===== src/rtl/matrix_datapath.sv =====
//------------------------------------------------------------------------------
// Module      : matrix_datapath
// Description : Dot-product datapath; N products are accumulated into a
//               published result with a valid/ready hand-off and overrun flag.
// Revision    : 1.0 - initial release
//------------------------------------------------------------------------------
`default_nettype none

module matrix_datapath #(
    parameter int DATA_W = 8,
    parameter int N      = 8
) (
    input  logic                  clock,
    input  logic                  reset,
    input  logic                  load_matrix,
    input  logic                  multiply_matrix,
    input  logic                  add,
    input  logic                  done,
    input  logic [DATA_W-1:0]     a_data,
    input  logic [DATA_W-1:0]     b_data,
    output logic [3:0]            entry_count,
    output logic [2*DATA_W+3:0]   result,
    output logic                  result_valid,
    input  logic                  result_ready,
    output logic                  overrun
);

    localparam int         PROD_W     = 2 * DATA_W;
    localparam int         RES_W      = 2 * DATA_W + 4;
    localparam logic [3:0] LAST_ENTRY = 4'(N - 1);

    logic [PROD_W-1:0] slot [N];
    logic [PROD_W-1:0] product;
    logic [RES_W-1:0]  slot_sum;
    logic [RES_W-1:0]  acc;
    logic              mult_cycle;
    logic              add_cycle;

    assign mult_cycle = load_matrix & multiply_matrix;
    assign add_cycle  = add & ~multiply_matrix;
    assign product    = PROD_W'(a_data) * PROD_W'(b_data);

    // Four guard bits cover up to 16 full-scale products without overflow.
    always_comb begin
        slot_sum = '0;
        for (int i = 0; i < N; i++) begin
            slot_sum = slot_sum + RES_W'(slot[i]);
        end
    end

    always_ff @(posedge clock or negedge reset) begin
        if (!reset) begin
            entry_count <= 4'd0;
            for (int i = 0; i < N; i++) begin
                slot[i] <= '0;
            end
        end else begin
            if (!multiply_matrix) begin
                entry_count <= 4'd0;
            end else if (mult_cycle) begin
                for (int i = 0; i < N; i++) begin
                    if (entry_count == 4'(i)) begin
                        slot[i] <= product;
                    end
                end
                entry_count <= (entry_count == LAST_ENTRY) ? 4'd0 : entry_count + 4'd1;
            end
        end
    end

    always_ff @(posedge clock or negedge reset) begin
        if (!reset) begin
            acc <= '0;
        end else if (add_cycle) begin
            acc <= slot_sum;
        end
    end

    // A new done always wins over consumption; overrun only when the old
    // value was still pending and not taken on the same edge.
    always_ff @(posedge clock or negedge reset) begin
        if (!reset) begin
            result       <= '0;
            result_valid <= 1'b0;
            overrun      <= 1'b0;
        end else begin
            if (done) begin
                result       <= acc;
                result_valid <= 1'b1;
                if (result_valid && !result_ready) begin
                    overrun <= 1'b1;
                end
            end else if (result_valid && result_ready) begin
                result_valid <= 1'b0;
            end
        end
    end

endmodule

`default_nettype wire


===== config.mk =====
export PLATFORM = sky130hd
export DESIGN_NAME = matrix_datapath
export DESIGN_NICKNAME = d
export VERILOG_FILES = /design/src/rtl/matrix_datapath.sv
export SDC_FILE = /design/constraint.sdc
export NUM_CORES = 1
export LEC_CHECK = 0
export CORE_ASPECT_RATIO = 1.5
export CORE_MARGIN = 2
export CORE_UTILIZATION = 50
export CTS_CLUSTER_DIAMETER = 40
export CTS_CLUSTER_SIZE = 12
export DETAILED_ROUTE_END_ITERATION = 10
export GPL_TIMING_DRIVEN = 0
export PLACE_DENSITY = 0.7
export SYNTH_ARGS = -nofsm -noshare
export SYNTH_HDL_FRONTEND = slang
export SYNTH_SLANG_ARGS = --single-unit

===== constraint.sdc =====
create_clock -name clock -period 4.45 [get_ports clock]
set_input_delay 1.335 -clock clock [delete_from_list [all_inputs] [get_ports clock]]
set_output_delay 1.335 -clock clock [all_outputs]
set_load 0.05 [all_outputs]

==> results of run 1 <==
==> worst register-to-register path: stages, from the launching register on <==
cell	delay, ns
dfrtp_1	0.36
inv_2	0.05
fa_1	0.55
inv_2	0.04
fa_1	0.49
fa_1	0.51
inv_2	0.04
fa_1	0.50
inv_2	0.05
ha_4	0.17
fa_2	0.40
a21o_4	0.24
a221oi_4	0.38
or4b_4	0.21
mux2i_1	0.19
nand3_1	0.09
==> layout by cell type (no fill, tap or decap), drive strengths merged, types with 16 or more instances in the layout <==
master,Yosys,routed
clkbuf,22,36
dfrtp,172,172
or4,16,16
and2,53,53
fa,131,131
nand2,146,146
o31ai,17,17
a21oi,27,27
mux2,59,59
ha,59,59
o21ai,97,97
buf,27,78
nor2,44,44
clkdlybuf4s50,0,30
inv,276,283
nand3,24,24
==> area by class of cell <==
cell class,count,share of cell area
sequential,172,0.2839
tap,324,0.02674
clock buffer,17,0.02806
multi-input combinational,778,0.5063
buffer,48,0.01890
timing repair buffer,81,0.05579
inverter,276,0.06834
clock inverter,15,0.01197
==> routing by layer <==
metal / track usage / wire length [um] / up-vias
met3: 0.02919 / 1106 / 84
met4: 0.09417 / 1124 / 0
li1: - / - / 4203
met1: 0.2572 / 10880 / 4501
met5: 0 / 0 / -
met2: 0.4396 / 16060 / 251
==> worst max path at each step <==
| stage | cells past startpoint | end | startpoint |
|---|---|---|---|
| after detailed placement | 14 | slot[26]$_DFFE_PN0P_ | b_data[5] |
| after CTS | 17 | slot[15]$_DFFE_PN0P_ | a_data[5] |
| after global placement | 1 | slot[33]$_DFFE_PN0P_ | reset |
| after floorplan | 15 | slot[111]$_DFFE_PN0P_ | a_data[5] |
| after global routing | 17 | slot[111]$_DFFE_PN0P_ | b_data[2] |
| final | 17 | slot[111]$_DFFE_PN0P_ | b_data[2] |
==> flip-flops by register name, indices dropped and copies added (netlist names) <==
register      cells
entry_count       4
overrun           1
acc              19
result           19
slot            128
result_valid      1
==> cell families after synthesis <==
kind of cell	share of synthesized area
buffers and inverters	0.1031
and+or+nand+nor	0.1212
adders and majority gates	0.2685
AOI/OAI and AO/OA	0.09266
DFF	0.3438
muxes	0.05707
xor gates and xnor gates	0.01329
other	0.0002996
==> timing repair <==
item	CTS	global route
endpoints found under the setup margin	97	83
pin swaps	43	56
gates resized for setup	174	73
gates cloned	1	0
buffers inserted	20	15
hold buffers	0	0
==> stage by stage <==
step,std cells,util
CTS,1700,0.6013
finish,1711,0.6182
detailed placement,1647,0.5527
global placement,1646,0.5514
floorplan,1275,-
global route,1711,0.6182
==> results.py, run 1 <==
metrics = {
    "clock_tree": {
        "cts_max_path_buffers": 2,
        "clkSlewWorstSetupHoldPaths_ns": 0.07,
        "clock_tree.root_cell": "clkbuf_16",
        "clock_latency_ns": 0.45,
        "cts_buffers": 17,
        "cts_tree": "done",
        "cts_htree_levels": 4,
        "cts_sinks": 172,
    },
    "job": {
        "max_cap_viol_count": 0,
    },
    "floorplan": {
        "die_h_um": 197.8,
        "io_pins": 49,
        "core_area_um2": 24520,
        "dieArea_um2": 26340,
        "die_w_um": 133.2,
        "rows": 70,
        "initial_core_util": 0.5105,
    },
    "yosys": {
        "synth-seq-cells": 172,
        "synth_cell_type_count": 62,
        "synth_edf_count": 0,
        "mappedNetlistArea_um2": 12520,
        "synth_warnings": 0,
        "synth_ff_type": "dfrtp_1",
        "synthTopCellsByArea": "dfrtp_1 (34%), fa_1 (21%), inv_1 (8.3%)",
        "yosysSeqAreaShare": 0.3438,
        "avgSynthCellArea_um2": 9.818,
        "synth_cells": 1275,
        "synth.most_common_cell": "inv_1",
        "async_reset_ff_frac": 1.000,
        "synth_nets": 1488,
        "synth_top_area_share": 0.3438,
        "yosys.area.top_type": "dfrtp_1",
        "synthTopCellsByCount": "inv_1 (276), dfrtp_1 (172), nand2_1 (145)",
    },
    "route": {
        "num_vias": 9039,
        "first_iter_violations": 536,
        "ant_nets": 0,
        "wirelength_um": 29160,
        "drcViolationCount": 0,
        "vias_per_cell": 5.283,
        "drt_pass1_iterations": 5,
        "wl_per_cell_um": 17.04,
    },
    "critical_path": {
        "r2r-start": "slot[2]$_DFFE_PN0P_",
        "reg2reg_depth": 15,
        "arrival_ns": 5.23,
        "crit_family": "adder cells",
        "max_stage_delay_ns": 0.53,
        "crit_chain": "buf_8, and2_4, fa_1, inv_1, fa_1, inv_1, fa_1, inv_2, fa_1, inv_2, ha_4, o211ai_1, a21o_2, a31oi_4, buf_6, or4_1, nand3_1",
        "r2r_setup_slack_ns": 0.04,
        "worst-path-buf-inv": 6,
        "crit_required_ns": 4.83,
        "critPathCaptureType": "register",
        "cpMostUsedCell": "fa_1",
        "path_class": "in2reg",
        "r2r-end": "acc[16]$_DFFE_PN0P_",
        "critPathLaunchType": "primary input",
        "crit_fanout": 6,
        "critical_path.slowest_cell": "fa_1",
    },
    "sta": {
        "fin_ws_ns": -0.3999,
        "hold-worst-slack_ns": 0.4702,
        "finalSetupViolCount": 64,
        "period_share": 1.090,
        "worst_slew_pin_slew_ns": 0.9080,
        "final_hold_viol_count": 0,
        "setup_total_negative_slack_ns": -17.45,
        "slew_headroom": 0.3947,
        "final-max-slew-violation-count": 0,
        "max_freq_mhz": 206.2,
        "clock-skew-final_ns": 0.01499,
        "fin_crit_ns": 4.850,
        "rsz0062_at_grt": "true",
    },
    "hold_path": {
        "hold_end": "overrun$_DFFE_PN0P_",
        "hold_path.class": "reg2reg",
        "hp-start": "overrun$_DFFE_PN0P_",
        "whs_path_depth": 1,
    },
    "grt": {
        "grt_pass1_wl_um": 47420,
        "antenna_found_initial": 0,
        "grt_max_degree": 112,
        "grtUsageTotal": 0.2301,
        "first_global_vias": 9639,
        "grt-ovfl-total": 0,
    },
    "status": {
        "failed_checks": "setup timing",
        "outcome": "finished with violations",
    },
    "placement": {
        "place_ws_ns": -1.421,
        "gp_congestion": 0.9025,
        "io_buffers": 47,
        "dp_hpwl_um": 21410,
        "place_area_um2": 13550,
    },
    "final_layout": {
        "multi_input_area_um2": 7675,
        "regArea_um2": 4304,
        "n_antenna_cell": 0,
        "syn_to_final_growth_pct": 21.10,
        "drive_above_1_share": 0.2112,
        "fill_cells": 2044,
        "fin_area_um2": 15160,
        "layout.nets": 1587,
    },
}
Power of run 1 is left out: the tool's default activity adds up to more than one toggle a clock period on the data nets, which glitch-free logic cannot reach.
==> run 2: changes to the inputs <==
Settings changed: CAP_MARGIN set to 20.
==> results of run 2 <==
The final DEF is identical to that of run 1; final timing and power are the same.
Power of run 2 is left out for the same reason.
==> run 3: changes to the inputs <==
Settings changed: CORE_ASPECT_RATIO 1.5 to unset, GPL_TIMING_DRIVEN 0 to unset.
==> results.py, run 3 (synthesis gave the netlist of run 1 again) <==
metrics = {
    "status": {
        "outcome": "finished with violations",
        "failed_checks": "setup timing",
    },
    "placement": {
        "dp_hpwl_um": 19880,
        "dp.cells": 1687,
        "gp_congestion": 0.8872,
        "io_buffers": 47,
    },
    "final_layout": {
        "syn_to_final_growth_pct": 22.37,
        "reg_top3": "slot (128), acc (19), result (19)",
        "drive_above_1_share": 0.2296,
        "final_common_cell": "inv_1",
        "n_antenna_cell": 0,
        "regMostFlops": "slot",
        "finalNonFillerCells": 1731,
        "layout.nets": 1607,
        "utilization": 0.6262,
        "largest_register_ff_count": 128,
        "final_cell_mix": "inv_1 (271), dfrtp_1 (172), nand2_1 (142)",
    },
    "critical_path": {
        "critical_path.slowest_cell": "fa_1",
        "critPathLaunchType": "primary input",
        "path_class": "in2reg",
        "crit_chain": "buf_2, and2_4, fa_1, fa_1, fa_1, inv_1, fa_1, inv_2, ha_4, a211o_4, o2111ai_4, and3b_1, buf_6, o31ai_2",
        "max_stage_delay_ns": 0.55,
        "arrival_ns": 5.00,
        "crit_fanout": 8,
        "cpMostUsedCell": "fa_1",
        "crit_required_ns": 4.76,
        "crit_family": "adder cells",
        "critPathCaptureType": "register",
        "worst-path-buf-inv": 4,
    },
    "clock_tree": {
        "cts_max_path_buffers": 2,
        "cts_tree": "done",
        "holdBufCountCts": 0,
        "clock_latency_ns": 0.44,
        "cts_htree_levels": 4,
        "clock_tree.root_cell": "clkbuf_16",
        "cts_sinks": 172,
        "clkSlewWorstSetupHoldPaths_ns": 0.07,
        "cts_buffers": 17,
    },
    "sta": {
        "max_freq_mhz": 213.0,
        "slew_headroom": 0.4128,
        "worst_slew_pin_slew_ns": 0.8781,
        "finalSetupViolCount": 64,
        "final_hold_viol_count": 0,
        "rsz0062_at_grt": "true",
        "fin_crit_ns": 4.695,
        "period_share": 1.055,
        "fin_ws_ns": -0.2447,
        "final-max-slew-violation-count": 0,
        "clock-skew-final_ns": 0.01496,
    },
    "grt": {
        "grtUsageTotal": 0.2189,
        "grt_pass1_wl_um": 45510,
        "grt.met3_usage": 0.03192,
        "grt-ovfl-total": 0,
        "first_global_vias": 9350,
        "grtUsageMet2": 0.3691,
        "grt_max_degree": 120,
        "antenna_found_initial": 0,
        "top_usage_layer": "met2",
        "use_met1": 0.2866,
    },
    "floorplan": {
        "die_w_um": 162.2,
        "core_area_um2": 24460,
        "rows": 57,
        "initial_core_util": 0.5117,
        "dieArea_um2": 26320,
        "die_h_um": 162.2,
        "io_pins": 49,
    },
    "route": {
        "wl_per_cell_um": 15.79,
        "wirelength_um": 27330,
        "first_iter_violations": 453,
        "vias_per_cell": 5.153,
        "ant_nets": 0,
        "num_vias": 8919,
        "drcViolationCount": 0,
        "drt_pass1_iterations": 5,
    },
    "job": {
        "max_cap_viol_count": 0,
    },
    "hold_path": {
        "hold_path.class": "reg2reg",
    },
}
[run 3: cell types whose count changed in the layout (fill, tap and decap cells not counted), moves of 6 or more]
cell / change
buf_2: -11
buf_4: +63
buf_6: -6
clkbuf_1: -17
ha_1: -8
inv_1: +6
inv_2: -6
nand3_1: +9
nand3_2: -9
o21ai_0: -8
o21ai_2: +12
or4_1: +11
or4_4: -11
[run 3: path summary, 6_finish.rpt]
check                                startpoint                     end  cells past startpoint  slack [ns]
min                         overrun$_DFFE_PN0P_     overrun$_DFFE_PN0P_                      1        0.46
max in group asynchronous                 reset     slot[4]$_DFFE_PN0P_                      3        2.61
max                                   b_data[4]   slot[108]$_DFFE_PN0P_                     14       -0.24
max reg2reg                slot[51]$_DFFE_PN0P_     acc[13]$_DFFE_PN0P_                     14        0.14
min reg2reg                 overrun$_DFFE_PN0P_     overrun$_DFFE_PN0P_                      1        0.46
min in group asynchronous                 reset  result[13]$_DFFE_PN0P_                      1        0.80
[run 3: per-layer routing]
metal,vias up,part of all wire,wire [um]
met5,-,0,0
met4,0,0.025,683
met3,53,0.032,871
met2,191,0.50,13650
met1,4404,0.44,12120
li1,4271,-,-
[run 3: area by class of cell]
| type | count | area, um^2 |
|---|---|---|
| flip-flops and latches | 172 | 4304 |
| well taps | 324 | 405.4 |
| repair buffers | 147 | 1292 |
| clock inverters | 15 | 195.2 |
| multi-input cells | 780 | 7660 |
| fillers | 1883 | 9144 |
| clock buffers | 17 | 425.4 |
| inverters | 276 | 1036 |
[run 3: what timing repair did]
item / 4_1_cts / 5_1_grt
endpoints found under the hold margin: 0 / 0
setup endpoints to repair: 93 / 80
cloned: 2 / 0
setup buffers: 8 / 5
pin swaps: 63 / 37
gates resized for setup: 147 / 69
[run 3: per-stage QoR]
step	hold slack, ns	TNS, ns	setup slack [ns]	instance area [um^2]
2_1_floorplan	0.4401	-26.04	-0.5166	12650
5_1_grt	0.4975	-17.44	-0.3607	15320
3_5_place_dp	0.4540	-92.21	-1.262	13950
4_1_cts	0.4691	-11.60	-0.2623	14920
3_3_place_gp	0.4503	-85.60	-1.177	13950
6_report	0.4636	-10.34	-0.2447	15320
Power of run 3 is left out for the same reason.
==> RTL edit: new RTL, flow settings as in run 1 <==
Register the output `overrun` once more; this adds one clock of latency there. The other outputs are not delayed to match.
--- a/src/rtl/matrix_datapath.sv
+++ b/src/rtl/matrix_datapath.sv
@@ -30,2 +30,4 @@
     localparam logic [3:0] LAST_ENTRY = 4'(N - 1);
+
+    logic overrun_s0;
 
@@ -84,3 +86,3 @@
             result_valid <= 1'b0;
-            overrun      <= 1'b0;
+            overrun_s0   <= 1'b0;
         end else begin
@@ -90,3 +92,3 @@
                 if (result_valid && !result_ready) begin
-                    overrun <= 1'b1;
+                    overrun_s0 <= 1'b1;
                 end
@@ -98,2 +100,6 @@
 
+    always_ff @(posedge clock) begin
+        overrun <= overrun_s0;
+    end
+
 endmodule
Formal check against the unedited RTL: not equivalent (a bounded check fails within 4 cycles, from zero or initial values and one cycle with reset low).
==> RTL edit against run 1 <==
- the run still ends with negative setup slack left
- routed wire length down 0.12%
- count of clock-buffer cells in the layout up 3
- setup slack better by 59 ps
- design area down 0.25%
- area after synthesis up 0.16%
- final cell count down 0.29%
- sequential cell count up 1
- critical path type unchanged
Power is left out: the tool's default activity adds up to more than one toggle a clock period on the data nets, which glitch-free logic cannot reach.
==> RTL edit: results (changes against run 1) <==
STA
  – Final Worst Setup Slack: -341 ps (+59.1 ps)
  – Fin Hold WS: 378 ps (-91.8 ps)
  – Final setup vio count: 64 (unchanged)
  – TNS Setup: -15430 ps (+2020 ps)
  – Slew margin rel.: 33.8% (-5.6 points)
  – Clk_skew: 9.53 ps (-5.46 ps)

Placement
  – Cell total after placement: 1652 (+0.30%)
  – Final GP Congestion: 0.879 (-2.6%)
  – Final HPWL DP: 21300 µm (-0.53%)
  – Post-Place Setup Slack: -1440 ps (-16.3 ps)

Outcome
  – Outcome: finished with violations
  – Failing checks: negative setup slack

GRT
  – Vias in the first global route: 9413 (-2.3%)
  – GR Util All Layers: 22.7% (-0.36 points)
  – First-pass GRT wire length: 46900 µm (-1.1%)
  – Initial antenna violation count: 0 (unchanged)
  – Largest net degree at the start of global routing: 111 (-0.89%)

Worst setup path
  – CP max stage cell: fa_1
  – R2R Path Start: slot[51]$_DFFE_PN0P_
  – Capture point of the worst reg-to-reg path: acc[14]$_DFFE_PN0P_
  – Flop2flop setup slack: 70 ps (+30 ps)
  – R2R depth: 14 (-1)
  – CP Max Fanout: 8 (+2)
  – Crit path to: slot[127]$_DFFE_PN0P_
  – CP Data Arrival Time: 5160 ps (-70 ps)

Cells and area
  – Share of post-route cells with drive strength above 1: 20.0% (-1.1 points)
  – N_diodes: 0 (unchanged)
  – Net count, final: 1578 (-0.57%)
  – Fill cell total of the finished layout: 2020 (-1.2%)

Route
  – Per-cell routed wire length: 17.1 µm (+0.17%)
  – Routed WL: 29100 µm (-0.12%)
  – Vias: 9011 (-0.31%)
  – Drt pass-1 iters: 4 (-1)
  – DR iter-0 viols: 465 (-13%)

Synth
  – Area contributors post-synth: dfrtp_1 (34%), fa_1 (21%), inv_1 (8.3%), ha_1 (5.9%), mux2_2 (5.3%)
  – Mapped Nets: 1489 (+0.067%)
  – Syn Inst Count: 1276 (+0.078%)
  – Most frequent cells after synthesis: inv_1 (276), dfrtp_1 (172), nand2_1 (145), fa_1 (131), o21ai_0 (95)
  – Post-synth cell types: 63 (+1.6%)
  – Top FF cell, synth: dfrtp_1
  – Part of the Yosys area used for sequential elements: 34.5% (+0.10 points)
  – Post-synthesis async set-or-reset flop share: 99.4% (-0.58 points)
  – Yosys warns: 0 (unchanged)

Clock tree
  – Skew-Pair Late Insertion Delay: between 400 and 500 ps
  – TritonCTS buffer count: 17 (unchanged)
  – Clock root cell: clkbuf_16

Worst hold path
  – Worst hold endpoint: overrun$_DFF_P_
  – Hold Startpoint: overrun_s0$_DFFE_PN0P_
  – Hold depth: 0 (-1)
==> RTL edit: cell count changes in the layout (fill, tap and decap cells not counted), moves of 4 or more <==
cell | run 1 | this run
nand3_2 | 11 | 5
buf_4 | 26 | 18
mux2_4 | 7 | 1
o31ai_4 | 6 | 12
nand3_1 | 13 | 19
o21ai_1 | 18 | 8
or4_1 | 4 | 8
mux2_2 | 52 | 58
or4_4 | 12 | 8
o31ai_2 | 8 | 4
o21ai_2 | 10 | 15
==> RTL edit: area by class of cell <==
type                       instances  share of cell area [%]
inverter                         276                    6.85
tap                              328                    2.71
sequential                       173                    28.6
buffer                            47                    1.90
multi-input combinational        778                    50.8
clock buffer                      20                    3.02
timing repair buffer              72                    5.08
clock inverter                    12                    1.05
==> RTL edit: metal layers <==
| metal | share of wire (%) | global-route usage, % | vias up |
|---|---|---|---|
| met5 | 0 | 0 | - |
| met4 | 4.1 | 9.42 | 0 |
| met3 | 3.0 | 2.69 | 76 |
| met2 | 55 | 42.7 | 209 |
| met1 | 38 | 25.8 | 4531 |
| li1 | - | - | 4195 |
==> RTL edit: through the flow <==
step,utilization (%),instance area (µm²)
final,60.8,15100
after global routing,60.8,15100
after CTS,58.8,14600
after detailed placement,54.6,13600
after global placement,54.5,13500
after floorplan,-,12700
==> RTL edit: cells by family after synthesis <==
logic type               after synthesis  share of synthesized area [%]
buffers and inverters                325                           10.3
other                                  1                         0.0299
XOR/XNOR                              19                           1.33
adder cells (fa/ha/maj)              190                           26.8
AND/OR/NAND/NOR                      314                           12.1
flip-flops                           173                           34.5
multiplexers                          64                           5.70
AO/OA/AOI/OAI                        190                           9.25
==> RTL edit: timing repair <==
item	CTS	global route
endpoints found under the setup margin	95	88
buffers inserted	13	12
hold buffers	0	0
cloned	0	0
gates resized for setup	146	94
pin swaps	32	41
